**config.mk**
```make
export PLATFORM = sky130hd
export DESIGN_NAME = logic_pod_ram_writer
export DESIGN_NICKNAME = d
export VERILOG_FILES = /design/src/rtl/logic_pod_ram_writer.sv
export SDC_FILE = /design/constraint.sdc
export NUM_CORES = 1
export LEC_CHECK = 0
export ABC_AREA = 1
export CAP_MARGIN = 20
export CORE_MARGIN = 2
export CORE_UTILIZATION = 32
export DETAILED_ROUTE_END_ITERATION = 10
export PLACE_DENSITY = 0.66
export SYNTH_ARGS = -nofsm -noshare
export SYNTH_HDL_FRONTEND = slang
export SYNTH_SLANG_ARGS = --single-unit
```
**constraint.sdc**
```tcl
create_clock -name clk_ram -period 2 [get_ports clk_ram]
set_input_delay 0.4 -clock clk_ram [delete_from_list [all_inputs] [get_ports clk_ram]]
set_output_delay 0.4 -clock clk_ram [all_outputs]
set_load 0.01 [all_outputs]
```
**src/rtl/logic_pod_ram_writer.sv**
```systemverilog
// logic_pod_ram_writer: drains pod address/data FIFOs into DDR app write bursts of one command and two beats
module logic_pod_ram_writer #(
  parameter int ADDR_WIDTH = 29,
  parameter int DATA_WIDTH = 256
) (
  input  logic                  clk_ram,
  input  logic                  rst,
  input  logic                  addr_fifo_empty,
  output logic                  addr_fifo_rd_en,
  input  logic [ADDR_WIDTH-1:0] addr_fifo_rd_data,
  input  logic [9:0]            data_fifo_rd_size,
  output logic                  data_fifo_rd_en,
  input  logic [DATA_WIDTH-1:0] data_fifo_rd_data,
  output logic                  app_en,
  output logic [2:0]            app_cmd,
  output logic [ADDR_WIDTH-1:0] app_addr,
  input  logic                  app_rdy,
  output logic                  app_wdf_wren,
  output logic [DATA_WIDTH-1:0] app_wdf_data,
  output logic                  app_wdf_end,
  input  logic                  app_wdf_rdy,
  output logic [31:0]           burst_count,
  output logic                  busy
);
  typedef enum logic [2:0] {IDLE, POP, LOAD0, LOAD1, SEND} state_t;
  state_t state_q, state_d;
  logic [ADDR_WIDTH-1:0] addr_q;
  logic [DATA_WIDTH-1:0] wdf_data_q, beat1_q;
  logic en_q, wren_q, end_q;
  logic [31:0] burst_count_q;
  logic start, cmd_done, data_done, done;
  assign start = !addr_fifo_empty && data_fifo_rd_size >= 10'd2;
  // command and data channels finish independently; the burst ends when both have
  assign cmd_done = !en_q || app_rdy;
  assign data_done = !wren_q || (end_q && app_wdf_rdy);
  assign done = state_q == SEND && cmd_done && data_done;
  always_ff @(posedge clk_ram) state_q <= rst ? IDLE : state_d;
  always_comb begin
    state_d = state_q;
    addr_fifo_rd_en = 1'b0;
    data_fifo_rd_en = 1'b0;
    case (state_q)
      IDLE: state_d = start ? POP : IDLE;
      POP: begin
        addr_fifo_rd_en = 1'b1;
        data_fifo_rd_en = 1'b1;
        state_d = LOAD0;
      end
      LOAD0: begin
        data_fifo_rd_en = 1'b1;
        state_d = LOAD1;
      end
      LOAD1: state_d = SEND;
      SEND: state_d = done ? (start ? POP : IDLE) : SEND;
      default: state_d = IDLE;
    endcase
  end
  always_ff @(posedge clk_ram) begin
    if (rst) begin
      addr_q <= '0;
      wdf_data_q <= '0;
      beat1_q <= '0;
      en_q <= 1'b0;
      wren_q <= 1'b0;
      end_q <= 1'b0;
      burst_count_q <= '0;
    end else begin
      burst_count_q <= burst_count_q + 32'(done);
      if (state_q == LOAD0) begin
        addr_q <= addr_fifo_rd_data;
        wdf_data_q <= data_fifo_rd_data;
      end
      if (state_q == LOAD1) begin
        beat1_q <= data_fifo_rd_data;
        en_q <= 1'b1;
        wren_q <= 1'b1;
      end
      if (en_q && app_rdy) en_q <= 1'b0;
      if (wren_q && app_wdf_rdy) begin
        wdf_data_q <= end_q ? wdf_data_q : beat1_q;
        end_q <= !end_q;
        wren_q <= !end_q;
      end
    end
  end
  assign app_en = en_q;
  assign app_cmd = 3'b000;
  assign app_addr = addr_q;
  assign app_wdf_wren = wren_q;
  assign app_wdf_data = wdf_data_q;
  assign app_wdf_end = end_q;
  assign burst_count = burst_count_q;
  assign busy = state_q != IDLE;
endmodule

```
==> impl_metrics.json, run 1 <==
{
  "cp_top_family": "buffers and inverters",
  "finalHoldViolations": 0,
  "portBuffers": 621,
  "ioPinCount": 626,
  "die_w_um": 274,
  "rr_worst_depth": 14,
  "rows": 99,
  "route.detailed.wl_per_inst_um": 16.2,
  "critPathArrivalTime_ns": 1.54,
  "synthFlopType": "dfxtp_1",
  "initial_core_util": 0.322,
  "path_buf_inv": 1,
  "preCtsSetupSlack_ns": -0.786,
  "synth_cell_type_count": 25,
  "coreArea_um2": 72700,
  "final_nets": 3893,
  "grt_use_total": 0.191,
  "period_share": 0.970,
  "grt_pass1_vias": 21000,
  "path_clk_slew_ns": 0.06,
  "finalWeightedCongestion": 0.880,
  "crit_type": "flip-flop to output port",
  "setup-violations-final": 0,
  "max_stage_delay_ns": 0.59,
  "p_leak_nw": 12.8,
  "htreeDepth": 3,
  "grt_first_pass_wirelength_mm": 116,
  "fillCellCount": 6970,
  "slew_viol_final": 0,
  "grt_max_degree": 131,
  "die-area_um2": 75300,
  "synth.yosys.warnings": 0,
  "avgSynthCellArea_um2": 7.84,
  "drv_cap": 0,
  "yosysSeqAreaShare": 0.495,
  "synth_edf_count": 0,
  "peakVddDrop_uv": 591,
  "pwr_density_cell_nw_per_um2": 905,
  "netlist_area_um2": 23400,
  "hp-start": "app_addr[19]",
  "avgViaCountPerCell": 4.73,
  "dp_hpwl_mm": 51.8,
  "drtIter0Drc": 1371,
  "insertion_delay_ns": 0.60,
  "fin_crit_ns": 1.94,
  "clk_path_buf_depth": 3,
  "hold-path-endpoint": "app_addr[19]",
  "slew_headroom": 0.605,
  "hold_path_depth": 2,
  "worst_slack_ns": 0.0608,
  "drc_errors": 0,
  "hold_buffers": 0,
  "r2r-start": "app_wdf_end",
  "worst_pin_slew_ns": 0.593,
  "crit_fanout": 2,
  "max_freq_mhz": 516,
  "totalWireLength_mm": 74.8,
  "synthArstFlopShare": 0,
  "drive_gt1_frac": 0.138,
  "first_pass_iters": 5,
  "grt_overflow_total": 0,
  "rsz0062_at_grt": "true",
  "outcome": "completed",
  "fin_skew_ns": 0.0308,
  "crit_slowest_cell": "clkdlybuf4s50_1",
  "antenna_found_initial": 12,
  "root_buffer": "clkbuf_16",
  "tritoncts": "yes",
  "hp-class": "flip-flop to flip-flop",
  "fin_util": 0.464,
  "crit_chain": "clkdlybuf4s50_1",
  "critPathLaunchType": "flip-flop",
  "worstSetupEndpointType": "output port",
  "ff2ff_setup_slack_ns": 0.15,
  "cts_buffers": 67,
  "ant_nets": 0,
  "r2r_end": "burst_count[28]",
  "clkSinkCount": 579,
  "synthToLayoutAreaGrowth_pct": 44.1,
  "ys_ff_latch": 579,
  "worstPathRequired_ns": 1.60,
  "dieHeight_um": 274,
  "num_vias": 21800,
  "synthCells": 2985
}
==> cell usage after synthesis (7+ instances only) <==
master / n / share of area
nor2_1: 1040 / 0.17
dfxtp_1: 579 / 0.50
o21ai_0: 523 / 0.11
mux2_2: 228 / 0.11
nand2_1: 125 / 0.020
clkbuf_1: 109 / 0.017
buf_2: 98 / 0.021
inv_1: 92 / 0.015
a21oi_1: 85 / 0.018
o21ai_1: 55 / 0.012
nand3_1: 18 / 0.0038
buf_4: 7 / 0.0022
==> flip-flops by register name, indices dropped and copies added (netlist names) <==
| register | cells |
|---|---|
| app_wdf_data | 256 |
| state_q | 3 |
| beat1_q | 256 |
| app_addr | 29 |
| app_en | 1 |
| burst_count | 32 |
| app_wdf_end | 1 |
| app_wdf_wren | 1 |
==> per-stage QoR <==
step | instance area [µm²] | power [mW] | hold WS [ns] | TNS [ns] | cells
finish | 33700 | 30.5 | 0.441 | 0 | 4612
global route | 33700 | 31.9 | 0.423 | -0.0273 | 4611
CTS | 33600 | 30.9 | 0.396 | 0 | 4598
detailed placement | 31400 | 18.4 | 0.434 | -78.91 | 4479
global placement | 31400 | 18.3 | 0.431 | -75.04 | 4479
floorplan | 23400 | 15.4 | 0.425 | 0 | 2987
==> layout by cell type, fill, tap and decap left out, drive strengths merged, types with 2 or more instances in the layout <==
cell type	synthesis	layout
a21oi	85	85
buf	107	131
bufinv	0	5
clkbuf	109	97
clkdlybuf4s50	0	577
clkinv	0	12
clkinvlp	0	2
conb	1	3
dfxtp	579	579
diode	0	13
dlygate4sd2	0	34
dlymetal6s2s	0	7
ha	2	2
inv	93	96
mux2	228	228
nand2	127	127
nand3	19	19
nand4	4	4
nor2	1040	1040
nor3	4	4
o21a	3	3
o21ai	578	578
or2	2	2
xor2	3	3
==> routing by layer <==
metal	vias to the layer above	global-route usage	wire, µm
met3	137	0.0514	5460
met1	10100	0.236	31900
li1	10900	-	-
met2	626	0.313	35100
met5	-	0	0
met4	0	0.0827	2420
==> final cells by class <==
cell class	instances	area [µm²]	share of cell area
diodes	13	32.5	0.000964
clock buffers	96	1950	0.0578
clock inverters	22	288	0.00853
inverters	93	369	0.0109
multi-input cells	2099	10700	0.316
flip-flops and latches	579	11600	0.344
well taps	959	1200	0.0356
repair buffers	751	7630	0.226
==> worst max path at each step <==
stage	startpoint	endpoint	slack [ns]	depth (start not counted)
after CTS	app_wdf_data[86]	app_wdf_data[86]	0.003	1
after floorplan	app_wdf_end	burst_count[22]	0.02	13
after global routing	state_q[0]	data_fifo_rd_en	-0.02	6
final	app_wdf_data[129]	app_wdf_data[129]	0.06	1
after global placement	app_wdf_rdy	burst_count[22]	-0.72	14
after detailed placement	app_wdf_rdy	burst_count[22]	-0.79	14
==> logic make-up after synthesis <==
kind of cell    Yosys count  synth area share
simple gates           1196             0.194
xor+xnor                  3           0.00112
buf+inv                 309            0.0559
compound gates          667             0.143
other cells               1          0.000160
mux                     228             0.110
flops                   579             0.495
fa+ha+maj                 2           0.00107
==> what timing repair did <==
action,CTS,global route
endpoints found under the hold margin,0,0
gates cloned,0,0
pin swaps,4,9
setup endpoints to repair,54,28
buffers inserted,1,1
gates resized for setup,62,26
==> where the power goes <==
part	leakage (nW)	switching, mW	internal [mW]	total [mW]
Clock	1.10	4.97	7.46	12.4
Sequential	4.71	0.513	12.4	13.0
Combinational	7.01	2.42	2.73	5.16
Total	12.8	7.90	22.6	30.5
No activity file was read; power rests on OpenSTA's default activity.
==> run 2: changes to the inputs <==
--- a/config.mk
+++ b/config.mk
@@ -10,7 +10,7 @@
 export CORE_MARGIN = 2
 export CORE_UTILIZATION = 32
 export DETAILED_ROUTE_END_ITERATION = 10
-export PLACE_DENSITY = 0.66
+export PLACE_DENSITY = 0.65
 export SYNTH_ARGS = -nofsm -noshare
 export SYNTH_HDL_FRONTEND = slang
 export SYNTH_SLANG_ARGS = --single-unit
==> impl_metrics.json, run 2 (synthesis results as in run 1) <==
{
  "drv_cap": 0,
  "peakVddDrop_uv": 674,
  "finalWeightedCongestion": 0.855,
  "final_nets": 3904,
  "critPathArrivalTime_ns": 1.55,
  "htreeDepth": 3,
  "tritoncts": "yes",
  "clkSinkCount": 579,
  "die-area_um2": 75300,
  "dp_hpwl_mm": 53.6,
  "insertion_delay_ns": 0.60,
  "finalHoldViolations": 0,
  "route.detailed.wl_per_inst_um": 16.4,
  "rows": 99,
  "regArea_um2": 11600,
  "crit_slowest_cell": "clkdlybuf4s50_1",
  "mostFrequentLayoutCell": "nor2_1",
  "root_buffer": "clkbuf_16",
  "pwr_density_cell_nw_per_um2": 919,
  "synthToLayoutAreaGrowth_pct": 44.9,
  "tns_ns": 0,
  "num_vias": 21600,
  "hp-class": "primary input to flip-flop",
  "worstPathRequired_ns": 1.60,
  "whs_ns": 0.424,
  "crit_fanout": 2,
  "dieHeight_um": 274,
  "fillCellCount": 7004,
  "portBuffers": 621,
  "worstSetupEndpointType": "output port",
  "antenna_found_initial": 6,
  "grt_max_degree": 66,
  "clk_path_buf_depth": 3,
  "multi_input_area_um2": 10600,
  "drive_gt1_frac": 0.142,
  "grt_pass1_vias": 20700,
  "drc_errors": 0,
  "totalWireLength_mm": 75.9,
  "avgViaCountPerCell": 4.68,
  "initial_core_util": 0.322,
  "critPathLaunchType": "flip-flop",
  "fin_crit_ns": 1.95,
  "grt_overflow_total": 0,
  "rsz0062_at_grt": "true",
  "p_leak_nw": 13.1,
  "grt_first_pass_wirelength_mm": 117,
  "crit_chain": "clkdlybuf4s50_1",
  "cp_top_family": "buffers and inverters",
  "setup-violations-final": 0,
  "hold_buffers": 0,
  "finalPower_mw": 31.2,
  "fin_skew_ns": 0.0273,
  "ioPinCount": 626,
  "outcome": "completed",
  "max_freq_mhz": 513,
  "drtIter0Drc": 1205,
  "crit_type": "flip-flop to output port",
  "grt_use_total": 0.194,
  "path_clk_slew_ns": 0.06,
  "first_pass_iters": 7,
  "die_w_um": 274,
  "slew_viol_final": 0,
  "period_share": 0.975,
  "ant_nets": 0,
  "coreArea_um2": 72700,
  "path_buf_inv": 1,
  "max_stage_delay_ns": 0.57,
  "mostFrequentLayoutCells": "1034 x nor2_1, 566 x dfxtp_1, 561 x clkdlybuf4s50_1",
  "cts_buffers": 67
}
==> run 2: layout make-up <==
class,instances,share of cell area
antenna,5,0.000369
clock buffer,94,0.0587
clock inverter,26,0.0112
inverter,93,0.0109
multi-input combinational,2099,0.313
sequential,579,0.342
tap,959,0.0354
timing repair buffer,762,0.228
==> run 2: report_power, final <==
part / internal [mW] / switching (mW)
logic: 2.76 / 2.42
clock network: 7.82 / 5.19
registers: 12.4 / 0.530
==> run 2: stage by stage <==
stage               cells  utilization  instance area, µm²  worst slack (ns)
floorplan            2987            -               23400            0.0237
global placement     4490        0.433               31500            -0.721
detailed placement   4490        0.433               31500            -0.784
CTS                  4611        0.465               33800          -0.00540
global route         4615        0.466               33900           -0.0324
finish               4617        0.466               33900            0.0492
==> run 2: what timing repair did <==
item	4_1_cts	5_1_grt
gates resized for setup	78	23
setup buffers	1	1
pin swaps	3	6
setup endpoints to repair	74	35
==> run 2: final timing paths <==
path                             start                end  slack (ns)  cells after the start
setup / recovery     app_wdf_data[204]  app_wdf_data[204]        0.05                      1
hold / removal    addr_fifo_rd_data[6]        app_addr[6]        0.42                      3
setup reg to reg            state_q[1]    burst_count[20]        0.16                     12
hold reg to reg           app_addr[23]       app_addr[23]        0.44                      2
==> run 2: routing by layer <==
metal	global-route usage	up-vias	wire, µm
li1	-	11000	-
met1	0.241	9899	32400
met2	0.317	615	35200
met3	0.0542	139	5630
met4	0.0785	2	2610
met5	0	-	11
